### config.mk
export PLATFORM = sky130hd
export DESIGN_NAME = serial_addsub_ctrl_flat
export DESIGN_NICKNAME = d
export VERILOG_FILES = /design/src/rtl/serial_addsub_ctrl_pkg.sv /design/src/rtl/serial_addsub_ctrl_if.sv /design/src/rtl/serial_addsub_ctrl_fa.sv /design/src/rtl/serial_addsub_ctrl.sv /design/src/flat_wrapper.sv
export SDC_FILE = /design/constraint.sdc
export NUM_CORES = 1
export LEC_CHECK = 0
export BUFFER_PORTS_ARGS = -buffer_cell sky130_fd_sc_hd__buf_2
export CORE_MARGIN = 5
export CORE_UTILIZATION = 45
export CTS_BUF_LIST = sky130_fd_sc_hd__clkbuf_4 sky130_fd_sc_hd__clkbuf_8
export DETAILED_ROUTE_END_ITERATION = 6
export PLACE_DENSITY = 0.73
export REMOVE_ABC_BUFFERS = 1
export SLEW_MARGIN = 20
export SYNTH_ARGS = -nofsm -noshare
export SYNTH_HDL_FRONTEND = slang
export SYNTH_SLANG_ARGS = --single-unit
### constraint.sdc
create_clock -name clk -period 4.4 [get_ports clk]
set_input_delay 0.66 -clock clk [delete_from_list [all_inputs] [get_ports clk]]
set_output_delay 0.66 -clock clk [all_outputs]
set_load 0.02 [all_outputs]
### src/rtl/serial_addsub_ctrl_pkg.sv
// Shared definitions for the bit-serial add/subtract unit: FSM encoding and
// the default datapath width used alongside the ALU.
package serial_addsub_ctrl_pkg;

  localparam int DEFAULT_WIDTH = 16;
  localparam int DEFAULT_CNT_W = 5;

  typedef enum logic [1:0] {
    ST_IDLE = 2'b00,
    ST_RUN  = 2'b01,
    ST_DONE = 2'b10
  } state_e;

endpackage

### src/rtl/serial_addsub_ctrl_if.sv
// Request/response bundle between the CPU control unit (master) and the
// serial add/subtract unit (slave).
interface serial_addsub_ctrl_if #(
  parameter int WIDTH = serial_addsub_ctrl_pkg::DEFAULT_WIDTH
);

  logic             start;
  logic             sub;
  logic [WIDTH-1:0] a;
  logic [WIDTH-1:0] b;
  logic             busy;
  logic             done;
  logic [WIDTH-1:0] result;
  logic             cout;
  logic             overflow;

  modport master (
    output start, sub, a, b,
    input  busy, done, result, cout, overflow
  );

  modport slave (
    input  start, sub, a, b,
    output busy, done, result, cout, overflow
  );

endinterface

### src/rtl/serial_addsub_ctrl_fa.sv
// Team 1-bit full-adder cell; the only arithmetic element of the serial
// datapath.
module FullAdder_1Bit (
  input  logic a_i,
  input  logic b_i,
  input  logic ci_i,
  output logic s_o,
  output logic co_o
);

  assign s_o  = a_i ^ b_i ^ ci_i;
  assign co_o = (a_i & b_i) | (a_i & ci_i) | (b_i & ci_i);

endmodule

### src/rtl/serial_addsub_ctrl.sv
// Bit-serial two's-complement adder/subtractor: one full-adder cell reused for
// WIDTH cycles, with start/done handshake and registered result flags.
module serial_addsub_ctrl
  import serial_addsub_ctrl_pkg::*;
#(
  parameter int WIDTH = DEFAULT_WIDTH,
  parameter int CNT_W = DEFAULT_CNT_W
) (
  input  logic                 clk,
  input  logic                 rst_n,
  serial_addsub_ctrl_if.slave  bus_if
);

  state_e             state_q,  state_d;
  logic [CNT_W-1:0]   cnt_q,    cnt_d;
  logic [WIDTH-1:0]   a_sr_q,   a_sr_d;
  logic [WIDTH-1:0]   b_sr_q,   b_sr_d;
  logic [WIDTH-1:0]   res_sr_q, res_sr_d;
  logic               carry_q,  carry_d;
  logic               cmsb_q,   cmsb_d;
  logic [WIDTH-1:0]   result_q, result_d;
  logic               cout_q,   cout_d;
  logic               ovf_q,    ovf_d;
  logic               done_q,   done_d;
  logic               fa_s;
  logic               fa_co;

  FullAdder_1Bit u_fa (
    .a_i  (a_sr_q[0]),
    .b_i  (b_sr_q[0]),
    .ci_i (carry_q),
    .s_o  (fa_s),
    .co_o (fa_co)
  );

  // Subtraction is a + ~b + 1: operand B is inverted on load and carry seeded with sub.
  always_comb begin
    state_d  = state_q;
    cnt_d    = cnt_q;
    a_sr_d   = a_sr_q;
    b_sr_d   = b_sr_q;
    res_sr_d = res_sr_q;
    carry_d  = carry_q;
    cmsb_d   = cmsb_q;
    result_d = result_q;
    cout_d   = cout_q;
    ovf_d    = ovf_q;
    done_d   = 1'b0;
    case (state_q)
      ST_IDLE: begin
        if (bus_if.start) begin
          a_sr_d  = bus_if.a;
          b_sr_d  = bus_if.b ^ {WIDTH{bus_if.sub}};
          carry_d = bus_if.sub;
          cnt_d   = {CNT_W{1'b0}};
          state_d = ST_RUN;
        end else begin
          state_d = ST_IDLE;
        end
      end
      ST_RUN: begin
        a_sr_d   = {1'b0, a_sr_q[WIDTH-1:1]};
        b_sr_d   = {1'b0, b_sr_q[WIDTH-1:1]};
        res_sr_d = {fa_s, res_sr_q[WIDTH-1:1]};
        carry_d  = fa_co;
        cnt_d    = cnt_q + {{(CNT_W-1){1'b0}}, 1'b1};
        if (cnt_q == CNT_W'(WIDTH - 1)) begin
          cmsb_d  = carry_q;
          state_d = ST_DONE;
        end else begin
          state_d = ST_RUN;
        end
      end
      ST_DONE: begin
        done_d   = 1'b1;
        result_d = res_sr_q;
        cout_d   = carry_q;
        ovf_d    = cmsb_q ^ carry_q;
        state_d  = ST_IDLE;
      end
      default: begin
        state_d = ST_IDLE;
      end
    endcase
  end

  // State and datapath registers; reset aborts any operation in flight.
  always_ff @(posedge clk or negedge rst_n) begin
    if (!rst_n) begin
      state_q  <= ST_IDLE;
      cnt_q    <= {CNT_W{1'b0}};
      a_sr_q   <= {WIDTH{1'b0}};
      b_sr_q   <= {WIDTH{1'b0}};
      res_sr_q <= {WIDTH{1'b0}};
      carry_q  <= 1'b0;
      cmsb_q   <= 1'b0;
      result_q <= {WIDTH{1'b0}};
      cout_q   <= 1'b0;
      ovf_q    <= 1'b0;
      done_q   <= 1'b0;
    end else begin
      state_q  <= state_d;
      cnt_q    <= cnt_d;
      a_sr_q   <= a_sr_d;
      b_sr_q   <= b_sr_d;
      res_sr_q <= res_sr_d;
      carry_q  <= carry_d;
      cmsb_q   <= cmsb_d;
      result_q <= result_d;
      cout_q   <= cout_d;
      ovf_q    <= ovf_d;
      done_q   <= done_d;
    end
  end

  assign bus_if.busy     = (state_q != ST_IDLE);
  assign bus_if.done     = done_q;
  assign bus_if.result   = result_q;
  assign bus_if.cout     = cout_q;
  assign bus_if.overflow = ovf_q;

endmodule

### src/flat_wrapper.sv
// flat-port wrapper written by rule: the top's interface ports become plain ports
module serial_addsub_ctrl_flat import serial_addsub_ctrl_pkg::*;
#(
  parameter int WIDTH = DEFAULT_WIDTH,
  parameter int CNT_W = DEFAULT_CNT_W
)
  (clk, rst_n, bus_if_start, bus_if_sub, bus_if_a, bus_if_b, bus_if_busy, bus_if_done, bus_if_result, bus_if_cout, bus_if_overflow);
  serial_addsub_ctrl_if #(.WIDTH(WIDTH)) bus_if_i ();
  input  logic clk;
  input  logic rst_n;
  input wire logic [$bits(bus_if_i.start)-1:0] bus_if_start;
  input wire logic [$bits(bus_if_i.sub)-1:0] bus_if_sub;
  input wire logic [$bits(bus_if_i.a)-1:0] bus_if_a;
  input wire logic [$bits(bus_if_i.b)-1:0] bus_if_b;
  output wire logic [$bits(bus_if_i.busy)-1:0] bus_if_busy;
  output wire logic [$bits(bus_if_i.done)-1:0] bus_if_done;
  output wire logic [$bits(bus_if_i.result)-1:0] bus_if_result;
  output wire logic [$bits(bus_if_i.cout)-1:0] bus_if_cout;
  output wire logic [$bits(bus_if_i.overflow)-1:0] bus_if_overflow;
  assign bus_if_i.start = bus_if_start;
  assign bus_if_i.sub = bus_if_sub;
  assign bus_if_i.a = bus_if_a;
  assign bus_if_i.b = bus_if_b;
  assign bus_if_busy = bus_if_i.busy;
  assign bus_if_done = bus_if_i.done;
  assign bus_if_result = bus_if_i.result;
  assign bus_if_cout = bus_if_i.cout;
  assign bus_if_overflow = bus_if_i.overflow;
  serial_addsub_ctrl #(.WIDTH(WIDTH), .CNT_W(CNT_W)) u_core (.clk(clk), .rst_n(rst_n), .bus_if(bus_if_i));
endmodule
* After elaboration in Yosys (flattened, before gate mapping) *
Index checks and enable logic that the tools add are counted.

cells by class
  reductions and logical operators = 5
  add/sub/neg operators = 1
  magnitude comparators = 0
  equality and inequality tests = 4
  div/mod/pow operators = 0
  shifts and indexed selects = 0
  multipliers = 0
  muxes and demuxes = 12
  bitwise logic cells = 9

operators with widths
  kind                 number
  $pmux 16 s2          2
  $mux 16              2
  $xor 16x16->16       1
  $pmux 5 s2           1
  $add 5x1->5 const B  1
  $eq 5x4->1 const B   1
  $mux 5               1
  $pmux 2 s2           1
  $reduce_and 2->1     2
  $reduce_bool 2->1    2
  $and 1x1->1          3
  $mux 1               3
  $xor 1x1->1          3
  $eq 2x1->1 const B   1
  $eq 2x2->1 const B   1
  $logic_not 2->1      1
  $mux 2               1
  $ne 2x2->1 const B   1
  $or 1x1->1           2
  $pmux 1 s2           1

storage, ports and cells
  latch bits = 0
  input bits = 36
  output and inout bits = 20
  memory bits (read-only) = 0
  register bits after elaboration = 76
  memory bits (writable) = 0
  memories kept = 0

* Longest topological paths before layout *
Gate-level depths: netlist of the first run.

  word-level depth = 4
  gate-level depth with buffers = 6
  gate-level depth less buffers = 5

* Cells and area by module *
Synthesis of the first run repeated with hierarchy kept, for this count alone.

unflattened totals
  cell total of the unflattened synthesis = 297
  area total of the unflattened synthesis = 3254.4 um2

modules (own cells, without submodules)
  module              area each (um2)  instances  cells each  seq. area each (um2)
  serial_addsub_ctrl  3234.4           1          296         1901.8
  FullAdder_1Bit      20.0             1          1           0.0

* Worst setup path before layout of the first run *
Ideal clock, no wire load.

  kind = flip-flop to output port
  from = register u_core.state_q[0]
  to = output bus_if_busy
  data arrival time = 1.169 ns
  required time = 3.740 ns
  slack = 2.571 ns
  stages on the path, launching flop included = 5
  buffers on the path = 3
  path through = dfrtp_1 buf_2 buf_2 buf_1 or2_2

on the way
  cells in the longest elaborated chain, start to end = 1

RTL lines
  item                    line                       RTL
  start, declared         serial_addsub_ctrl.sv:14   state_e state_q, state_d;
  start signal, assigned  serial_addsub_ctrl.sv:102  state_q <= state_d;
  $reduce_bool 2->1       serial_addsub_ctrl.sv:116  assign bus_if.busy = (state_q != ST_IDLE);
  end, declared           flat_wrapper.sv:15         output wire logic [$bits(bus_if_i.busy)-1:0] bus_if_busy;

No other way between the ends.

* Worst setup path after layout of the first run *
  from = register u_core.state_q[0]
  to = register u_core.cnt_q[2]

on the way
  cells in the longest elaborated chain, start to end = 3

RTL lines
  item                                                                     line                       RTL
  $eq 2x1->1 / $logic_not 2->1 (equally long branches)                     serial_addsub_ctrl.sv:49   case (state_q)
  $reduce_bool 2->1 (no source line) / $ne 2x2->1 (equally long branches)  -
  $reduce_and 2->1 (no source line)                                        -
  end signal, assigned                                                     serial_addsub_ctrl.sv:91   cnt_q <= {CNT_W{1'b0}};
  end signal, assigned                                                     serial_addsub_ctrl.sv:103  cnt_q <= cnt_d;
  end, declared                                                            serial_addsub_ctrl.sv:15   logic [CNT_W-1:0] cnt_q, cnt_d;

Several ways; a longest one is shown, not always the timed one.
A chain may end at the register's enable or synchronous reset.

==> flow_summary.yaml, run 1 <==
outcome:
  status: "complete, no violations"
yosys:
  synthMuxAreaShare_pct: 6.031
  synth_top_family_by_area: "simple AND/OR/NAND/NOR gates"
  synth_seq_cells: 76
  async_flop_share_pct: 100.0
  syn-cell-area_mm2: 0.003361
  ys_types: 31
  synth_fa_ha_area_share_pct: 1.340
  synthFlopType: "dfrtp_1"
  synth_compound_area_share_pct: 11.47
  synth_warnings: 0
  synth-xor-area-share_pct: 4.691
  syn_inst: 310
  synthSimpleGateAreaFrac_pct: 15.52
  seq_area_frac_synth_pct: 56.59
  synth-edff-count: 0
  avgSynthCellArea_um2: 10.84
worst_setup_path:
  r2r_slack_ps: 2050
  cp-start-kind: "flip-flop"
  critPathArrivalTime_ps: 2650
  rr_endpoint: "u_core.cnt_q[2]"
  cp-startpoint: "u_core.state_q[0]"
  crit_path_end_kind: "flip-flop"
  cp_cell_sequence: "nor2b_2 -> buf_4 -> a21oi_1 -> o21ba_2"
  rr_startpoint: "u_core.state_q[0]"
  critPathTopFamily: "flip-flops"
  worstSetupPathType: "flip-flop to flip-flop"
  cp_num_buf_inv: 1
  reg2reg_depth: 4
  critical-path-slowest-cell: "dfrtp_1"
  worstSetupPathDepth: 4
  cp_slowest_stage_delay_ps: 950
  cp.required_ps: 4700
  critPathCapture: "u_core.cnt_q[2]"
  crit_path_max_fanout: 36
place:
  post-dp-hpwl_mm: 4.021
  placedCellCount: 443
  pre_cts_slack_ps: 2074
  gp_congestion: 0.7512
  port_buffers: 55
clocking:
  post_cts_resized: 0
  cts_tree: "built"
  clockBufferDepth: 2
  clock_latency_ps: 350
  cts.sinks: 76
  cts_root_buf: "clkbuf_8"
  postCtsHoldBufs: 0
  cts.clk_slew.worst_paths_ps: 90
  cts_setup_buffers: 0
  htree_levels: 3
  numCtsBuffers: 9
floorplan:
  die-area_mm2: 0.009297
  chipWidth_um: 96.42
  num_io_pins: 56
  start_util_pct: 46.33
  die_height_um: 96.42
  fp.coreArea_mm2: 0.007253
  rows: 31
routing:
  drt_pass1_iterations: 4
  vias: 2333
  routed_wl_mm: 6.168
  drtIter0Drc: 127
  detail-route-antenna-nets: 0
  drc: 0
  avgRoutedWirePerCell_um: 13.44
  avgViaCountPerCell: 5.083
power:
  p_int_mw: 1.501
  clkPwrFrac_pct: 21.1
  swShare_pct: 35.92
  seqPwrFrac_pct: 49.4
  power.leakage_nw: 1.966
  p_sw_mw: 0.8414
  powerDensity_mw_per_mm2: 609.8
  vdd_drop_max_mv: 0.2501
  p_comb_share_pct: 29.6
global_routing:
  grt_antenna_before_repair: 0
  grt_pass1_vias: 2236
  grt_max_degree: 77
  grtUsageTotal_pct: 15.04
  grt_pass1_wl_mm: 10.69
  overflow: 0
layout:
  final_nets: 394
  final_cell_mix: "76 x dfrtp_1, 66 x nand2_1, 54 x buf_2"
  area_growth_pct: 14.30
  drive_gt1_share_pct: 29.44
  fillers: 694
  diodes: 0
  finalNonFillerCells: 459
  final_common_cell: "dfrtp_1"
flow_run:
  cap_violations: 0
sta:
  hold_viol: 0
  rsz0062_at_grt: "false"
  finClkSkew_ps: 11.60
  worst_slew_pin_slew_ps: 927.5
  fmax_mhz: 426.1
  finalSetupTns_ps: 0
  finalSetupViolations: 0
  slew_viol_final: 0
  slew_headroom_pct: 38.16
  fin_crit_sh_pct: 53.33
  layout_setup_ws_ps: 2053
  layout_min_cycle_time_ps: 2347
worst_hold_path:
  hold_path.class: "primary input to async pin"
[metrics by stage]
step | power, mW | area (um2) | hold slack [ps] | util, %
final | 2.342 | 3841 | 442.0 | 52.96
after global routing | 2.520 | 3841 | 520.1 | 52.96
after CTS | 2.367 | 3841 | 472.3 | 52.96
after detailed placement | 1.870 | 3656 | 475.4 | 50.41
after global placement | 1.833 | 3656 | 464.0 | 50.41
after floorplan | 1.616 | 3226 | 364.4 | -
[how the worst min path moves through the flow]
stage	end	cells past startpoint	start	slack (ps)
after floorplan	u_core.a_sr_q[0]	0	rst_n	360
after global placement	u_core.a_sr_q[9]	2	u_core.a_sr_q[9]	460
after detailed placement	u_core.a_sr_q[10]	2	u_core.a_sr_q[10]	480
after CTS	u_core.bus_if.result[3]	1	rst_n	470
after global routing	u_core.a_sr_q[6]	2	u_core.a_sr_q[6]	520
final	u_core.cnt_q[2]	1	rst_n	440
[synth_stat cells, types with 6 or more instances]
cell type / n / area share [%]
dfrtp_1: 76 / 57
nand2_1: 66 / 7.4
o21ai_0: 20 / 3.0
a21oi_1: 17 / 2.5
mux2_2: 17 / 5.7
xnor2_1: 17 / 4.4
nor2_1: 16 / 1.8
and3b_1: 15 / 3.9
buf_2: 12 / 1.8
a221o_2: 10 / 3.4
a221o_1: 6 / 1.8
nand3_1: 6 / 0.89
[state kept, by name, summed over array words and instances, names as in the netlist, 2 cells and up]
register / cells
u_core.cnt_q: 5
u_core.a_sr_q: 16
u_core.res_sr_q: 16
u_core.state_q: 2
u_core.b_sr_q: 16
u_core.bus_if.result: 16
[cells by family (layout without fill, tap and decap cells)]
family | after synthesis | count (layout)
and+or+nand+nor | 111 | 111
DFF | 76 | 76
AOI/OAI and AO/OA | 57 | 57
buffers and inverters | 27 | 77
xor gates and xnor gates | 18 | 18
muxes | 18 | 18
adders and majority gates | 3 | 3
[worst reg2reg max path, stage by stage (launching register included)]
cell	delay, ps
dfrtp_1	950
nor2b_2	680
buf_4	350
a21oi_1	90
o21ba_2	220
[final cells by class]
| cell class | count | area, um2 | area share, % |
|---|---|---|---|
| flip-flops and latches | 76 | 1902 | 49.51 |
| multi-input cells | 207 | 1319 | 34.33 |
| repair buffers | 58 | 300.3 | 7.818 |
| clock buffers | 10 | 137.6 | 3.583 |
| well taps | 99 | 123.9 | 3.225 |
| clock inverters | 6 | 47.55 | 1.238 |
| inverters | 3 | 11.26 | 0.2932 |
[routing by layer]
layer | part of all wire [%] | routed length, um | track usage (%)
met1 | 47 | 2923 | 20.27
met2 | 46 | 2817 | 22.83
met3 | 6.0 | 367 | 5.655
met4 | 0.96 | 59 | 4.206
met5 | 0 | 0 | 0
[power groups by stage]
stage	sequential, mW	combinational, mW	clock, mW
2_1_floorplan	1.18	0.440	0
3_3_place_gp	1.16	0.677	0
3_5_place_dp	1.16	0.707	0
4_1_cts	1.15	0.707	0.507
5_1_grt	1.19	0.790	0.537
6_report	1.16	0.693	0.493
Power figures use the tool's default switching activity.
==> run 2: changes to the inputs <==
- clock period: 4.4 -> 2.4 ns (I/O delays scaled with it)
==> flow_summary.yaml, run 2 (synthesized netlist as in run 1, its figures left out) <==
floorplan:
  fp.coreArea_mm2: 0.007253
  die-area_mm2: 0.009297
  start_util_pct: 46.33
  chipWidth_um: 96.42
  rows: 31
  num_io_pins: 56
  die_height_um: 96.42
routing:
  avgViaCountPerCell: 5.034
  drc: 0
  routed_wl_mm: 6.397
  vias: 2336
  drt_pass1_iterations: 4
  drtIter0Drc: 100
  avgRoutedWirePerCell_um: 13.79
  detail-route-antenna-nets: 0
clocking:
  htree_levels: 3
  numCtsBuffers: 9
  clock_latency_ps: 350
  cts_setup_buffers: 0
  cts_tree: "built"
  cts_root_buf: "clkbuf_8"
  cts.clk_slew.worst_paths_ps: 80
  post_cts_resized: 0
  clockBufferDepth: 2
  cts.sinks: 76
  postCtsHoldBufs: 0
place:
  placedCellCount: 448
  placed_cell_area_mm2: 0.003706
  post-dp-hpwl_mm: 4.229
  port_buffers: 55
  pre_cts_slack_ps: 561.9
  gp_congestion: 0.7864
layout:
  final_nets: 399
  fillers: 687
  diodes: 0
  fin_util_pct: 53.94
  drive_gt1_share_pct: 30.41
  area_growth_pct: 16.42
  fin_area_mm2: 0.003913
  final_cell_mix: "76 x dfrtp_1, 66 x nand2_1, 54 x buf_2"
  final_common_cell: "dfrtp_1"
  finalNonFillerCells: 464
sta:
  rsz0062_at_grt: "false"
  fin_crit_sh_pct: 78.16
  finClkSkew_ps: 9.403
  slew_viol_final: 0
  hold_viol: 0
  finalSetupViolations: 0
  worst_slew_pin_slew_ps: 946.1
  fmax_mhz: 533.1
  layout_min_cycle_time_ps: 1876
  slew_headroom_pct: 36.92
  whs_ps: 146.8
  layout_setup_ws_ps: 524.1
global_routing:
  grt_max_degree: 77
  grt_pass1_wl_mm: 11.26
  overflow: 0
  grtUsageTotal_pct: 15.64
  grt_antenna_before_repair: 0
  grt_pass1_vias: 2341
flow_run:
  cap_violations: 0
power:
  vdd_drop_max_mv: 0.3566
  powerDensity_mw_per_mm2: 1138
  power.leakage_nw: 1.995
worst_setup_path:
  cp.required_ps: 2040
  cp-start-kind: "flip-flop"
  crit_path_end_kind: "primary output"
  critPathArrivalTime_ps: 1520
  crit_path_max_fanout: 14
  worstSetupPathType: "flip-flop to primary output"
  r2r_slack_ps: 610
worst_hold_path:
  hold_path.class: "primary input to async pin"
outcome:
  status: "complete, no violations"
## run 2: layer usage
| metal | vias to the layer above | wire length (um) | GRT usage, % |
|---|---|---|---|
| met5 | - | 0 | 0 |
| met4 | 0 | 76 | 6.308 |
| met3 | 7 | 360 | 3.950 |
| met2 | 55 | 2922 | 23.69 |
| met1 | 1125 | 3037 | 21.53 |
| li1 | 1149 | - | - |
## run 2: worst max-delay path, cell delays in order (launching register included)
cell	delay (ps)
dfrtp_1	500
buf_4	240
or2_2	270
buf_2	160
## run 2: path summary, 6_finish.rpt
path | startpoint | end | depth (start not counted)
worst max-delay path | u_core.state_q[0] | bus_if_busy | 3
worst min-delay path | rst_n | u_core.bus_if.result[2] | 1
worst max register to register | u_core.state_q[0] | u_core.b_sr_q[10] | 3
worst min register to register | u_core.a_sr_q[7] | u_core.a_sr_q[7] | 2
max in group asynchronous | rst_n | u_core.res_sr_q[8] | 1
min in group clk | bus_if_a[15] | u_core.a_sr_q[15] | 3
## run 2: per-stage QoR
stage               total power, mW  setup TNS, ps
floorplan                     2.963         -344.0
global placement              3.409              0
detailed placement            3.496              0
CTS                           4.506              0
global route                  4.797              0
finish                        4.451              0
## run 2: cell type report
type | count | area (um2) | area share [%]
Sequential cell | 76 | 1902 | 48.61
Multi-Input combinational cell | 207 | 1319 | 33.71
Timing Repair Buffer | 63 | 350.3 | 8.954
Clock buffer | 11 | 145.1 | 3.710
Tap cell | 99 | 123.9 | 3.166
Clock inverter | 5 | 61.31 | 1.567
Inverter | 3 | 11.26 | 0.2878
## run 2: report_power, final
part	internal, mW	switching (mW)
clock network	0.522	0.479
logic	0.629	0.750
registers	1.76	0.316
total	2.91	1.54
==> run 3: changes to the inputs <==
- PLACE_DENSITY: 0.73 -> 0.76
- clock period: 2.4 -> 1.7 ns (I/O delays scaled with it)
==> flow_summary.yaml, run 3 (synthesized netlist as in run 1, its figures left out) <==
place:
  port_buffers: 55
  post-dp-hpwl_mm: 4.337
  gp_congestion: 0.7469
  pre_cts_slack_ps: 130.7
worst_setup_path:
  rr_endpoint: "u_core.cmsb_q"
  crit_path_max_fanout: 10
  worstSetupPathType: "flip-flop to primary output"
  cp.required_ps: 1440
  reg2reg_depth: 5
  cp-start-kind: "flip-flop"
  critPathArrivalTime_ps: 1370
  critPathCapture: "bus_if_busy"
  crit_path_end_kind: "primary output"
  cp-startpoint: "u_core.state_q[1]"
  rr_startpoint: "u_core.cnt_q[0]"
  r2r_slack_ps: 120
routing:
  vias: 2351
  dr_wl_met3_um: 326
  wl_met2_mm: 2.923
  maxUsedRoutingLayer: "met4"
  avgRoutedWirePerCell_um: 13.31
  avgViaCountPerCell: 4.981
  drc: 0
  met1_length_mm: 2.911
  drtIter0Drc: 94
  drt_pass1_iterations: 4
  detail-route-antenna-nets: 0
  routed_wl_mm: 6.280
power:
  p_int_mw: 4.224
  clkPwrFrac_pct: 23.6
  p_sw_mw: 2.173
  powerDensity_mw_per_mm2: 1595
  seqPwrFrac_pct: 45.4
  swShare_pct: 33.97
  vdd_drop_max_mv: 0.6326
  p_comb_share_pct: 31.0
  power.leakage_nw: 2.046
floorplan:
  die_height_um: 96.42
  die-area_mm2: 0.009297
  fp.coreArea_mm2: 0.007253
  chipWidth_um: 96.42
  rows: 31
  start_util_pct: 46.33
  num_io_pins: 56
global_routing:
  grtUsageTotal_pct: 14.97
  grt_pass1_wl_mm: 10.65
  grt_antenna_before_repair: 0
  grt_pass1_vias: 2320
  grt_max_degree: 34
  overflow: 0
sta:
  worst_slew_pin_slew_ps: 451.7
  finClkSkew_ps: 10.37
  slew_viol_final: 0
  layout_setup_ws_ps: 72.44
  fin_crit_sh_pct: 95.74
  hold_viol: 0
  finalSetupTns_ps: 0
  rsz0062_at_grt: "false"
  finalSetupViolations: 0
  whs_ps: 169.5
  layout_min_cycle_time_ps: 1628
  fmax_mhz: 614.4
  slew_headroom_pct: 69.89
clocking:
  htree_levels: 3
  cts_root_buf: "clkbuf_8"
  cts.sinks: 76
  cts.clk_slew.worst_paths_ps: 80
  numCtsBuffers: 9
  cts_tree: "built"
  clock_latency_ps: 350
  clockBufferDepth: 2
layout:
  drive_gt1_share_pct: 32.17
  final_nets: 407
  final_common_cell: "dfrtp_1"
  diodes: 0
  fillers: 646
  multi_input_area_mm2: 0.001321
  final_cell_mix: "75 x dfrtp_1, 66 x nand2_1, 54 x buf_2"
  seq_area_mm2: 0.001903
  area_growth_pct: 19.32
flow_run:
  cap_violations: 0
outcome:
  status: "complete, no violations"
worst_hold_path:
  hold_path.class: "primary input to flip-flop"
## run 3: critical path, cell delays in order (launching register included)
cell	delay, ps
dfrtp_2	420
buf_4	170
or2_2	290
buf_2	160
## run 3: what timing repair did
item | CTS | global route
setup buffers | 2 | 0
hold endpoints to repair | 30 | 0
hold buffers | 1 | 0
endpoints found under the setup margin | 1 | 0
resized for setup | 1 | 0
## run 3: cell type report
cell class	count	area share (%)
multi-input combinational	207	32.95
tap	99	3.089
timing repair buffer	71	10.61
inverter	3	0.2808
clock inverter	7	2.527
clock buffer	9	3.089
sequential	76	47.46
## run 3: routing by layer
| metal | track usage [%] | up-vias |
|---|---|---|
| li1 | - | 1164 |
| met1 | 19.51 | 1131 |
| met2 | 23.58 | 47 |
| met3 | 3.176 | 9 |
| met4 | 7.710 | 0 |
| met5 | 0 | - |
## run 3: worst min-delay path by stage
stage | from | cells past startpoint | to
after detailed placement | rst_n | 1 | u_core.a_sr_q[3]
after CTS | bus_if_a[15] | 3 | u_core.a_sr_q[15]
after global placement | rst_n | 1 | u_core.a_sr_q[3]
final | bus_if_a[15] | 3 | u_core.a_sr_q[15]
after floorplan | rst_n | 0 | u_core.a_sr_q[0]
after global routing | bus_if_a[15] | 3 | u_core.a_sr_q[15]
## run 3: through the flow
step,instances,power [mW],util [%],area (um2)
2_1_floorplan,286,4.184,-,3226
3_3_place_gp,453,4.817,51.82,3759
3_5_place_dp,453,4.928,51.82,3759
4_1_cts,472,6.471,55.29,4010
5_1_grt,472,6.845,55.29,4010
6_report,472,6.397,55.29,4010
## run 3: power groups by stage
stage	Combinational, mW	Sequential, mW	Clock (mW)
after global placement	1.90	2.92	0
after global routing	2.24	2.99	1.62
after detailed placement	1.99	2.94	0
after floorplan	1.14	3.04	0
final	1.98	2.90	1.51
after CTS	2.02	2.91	1.54
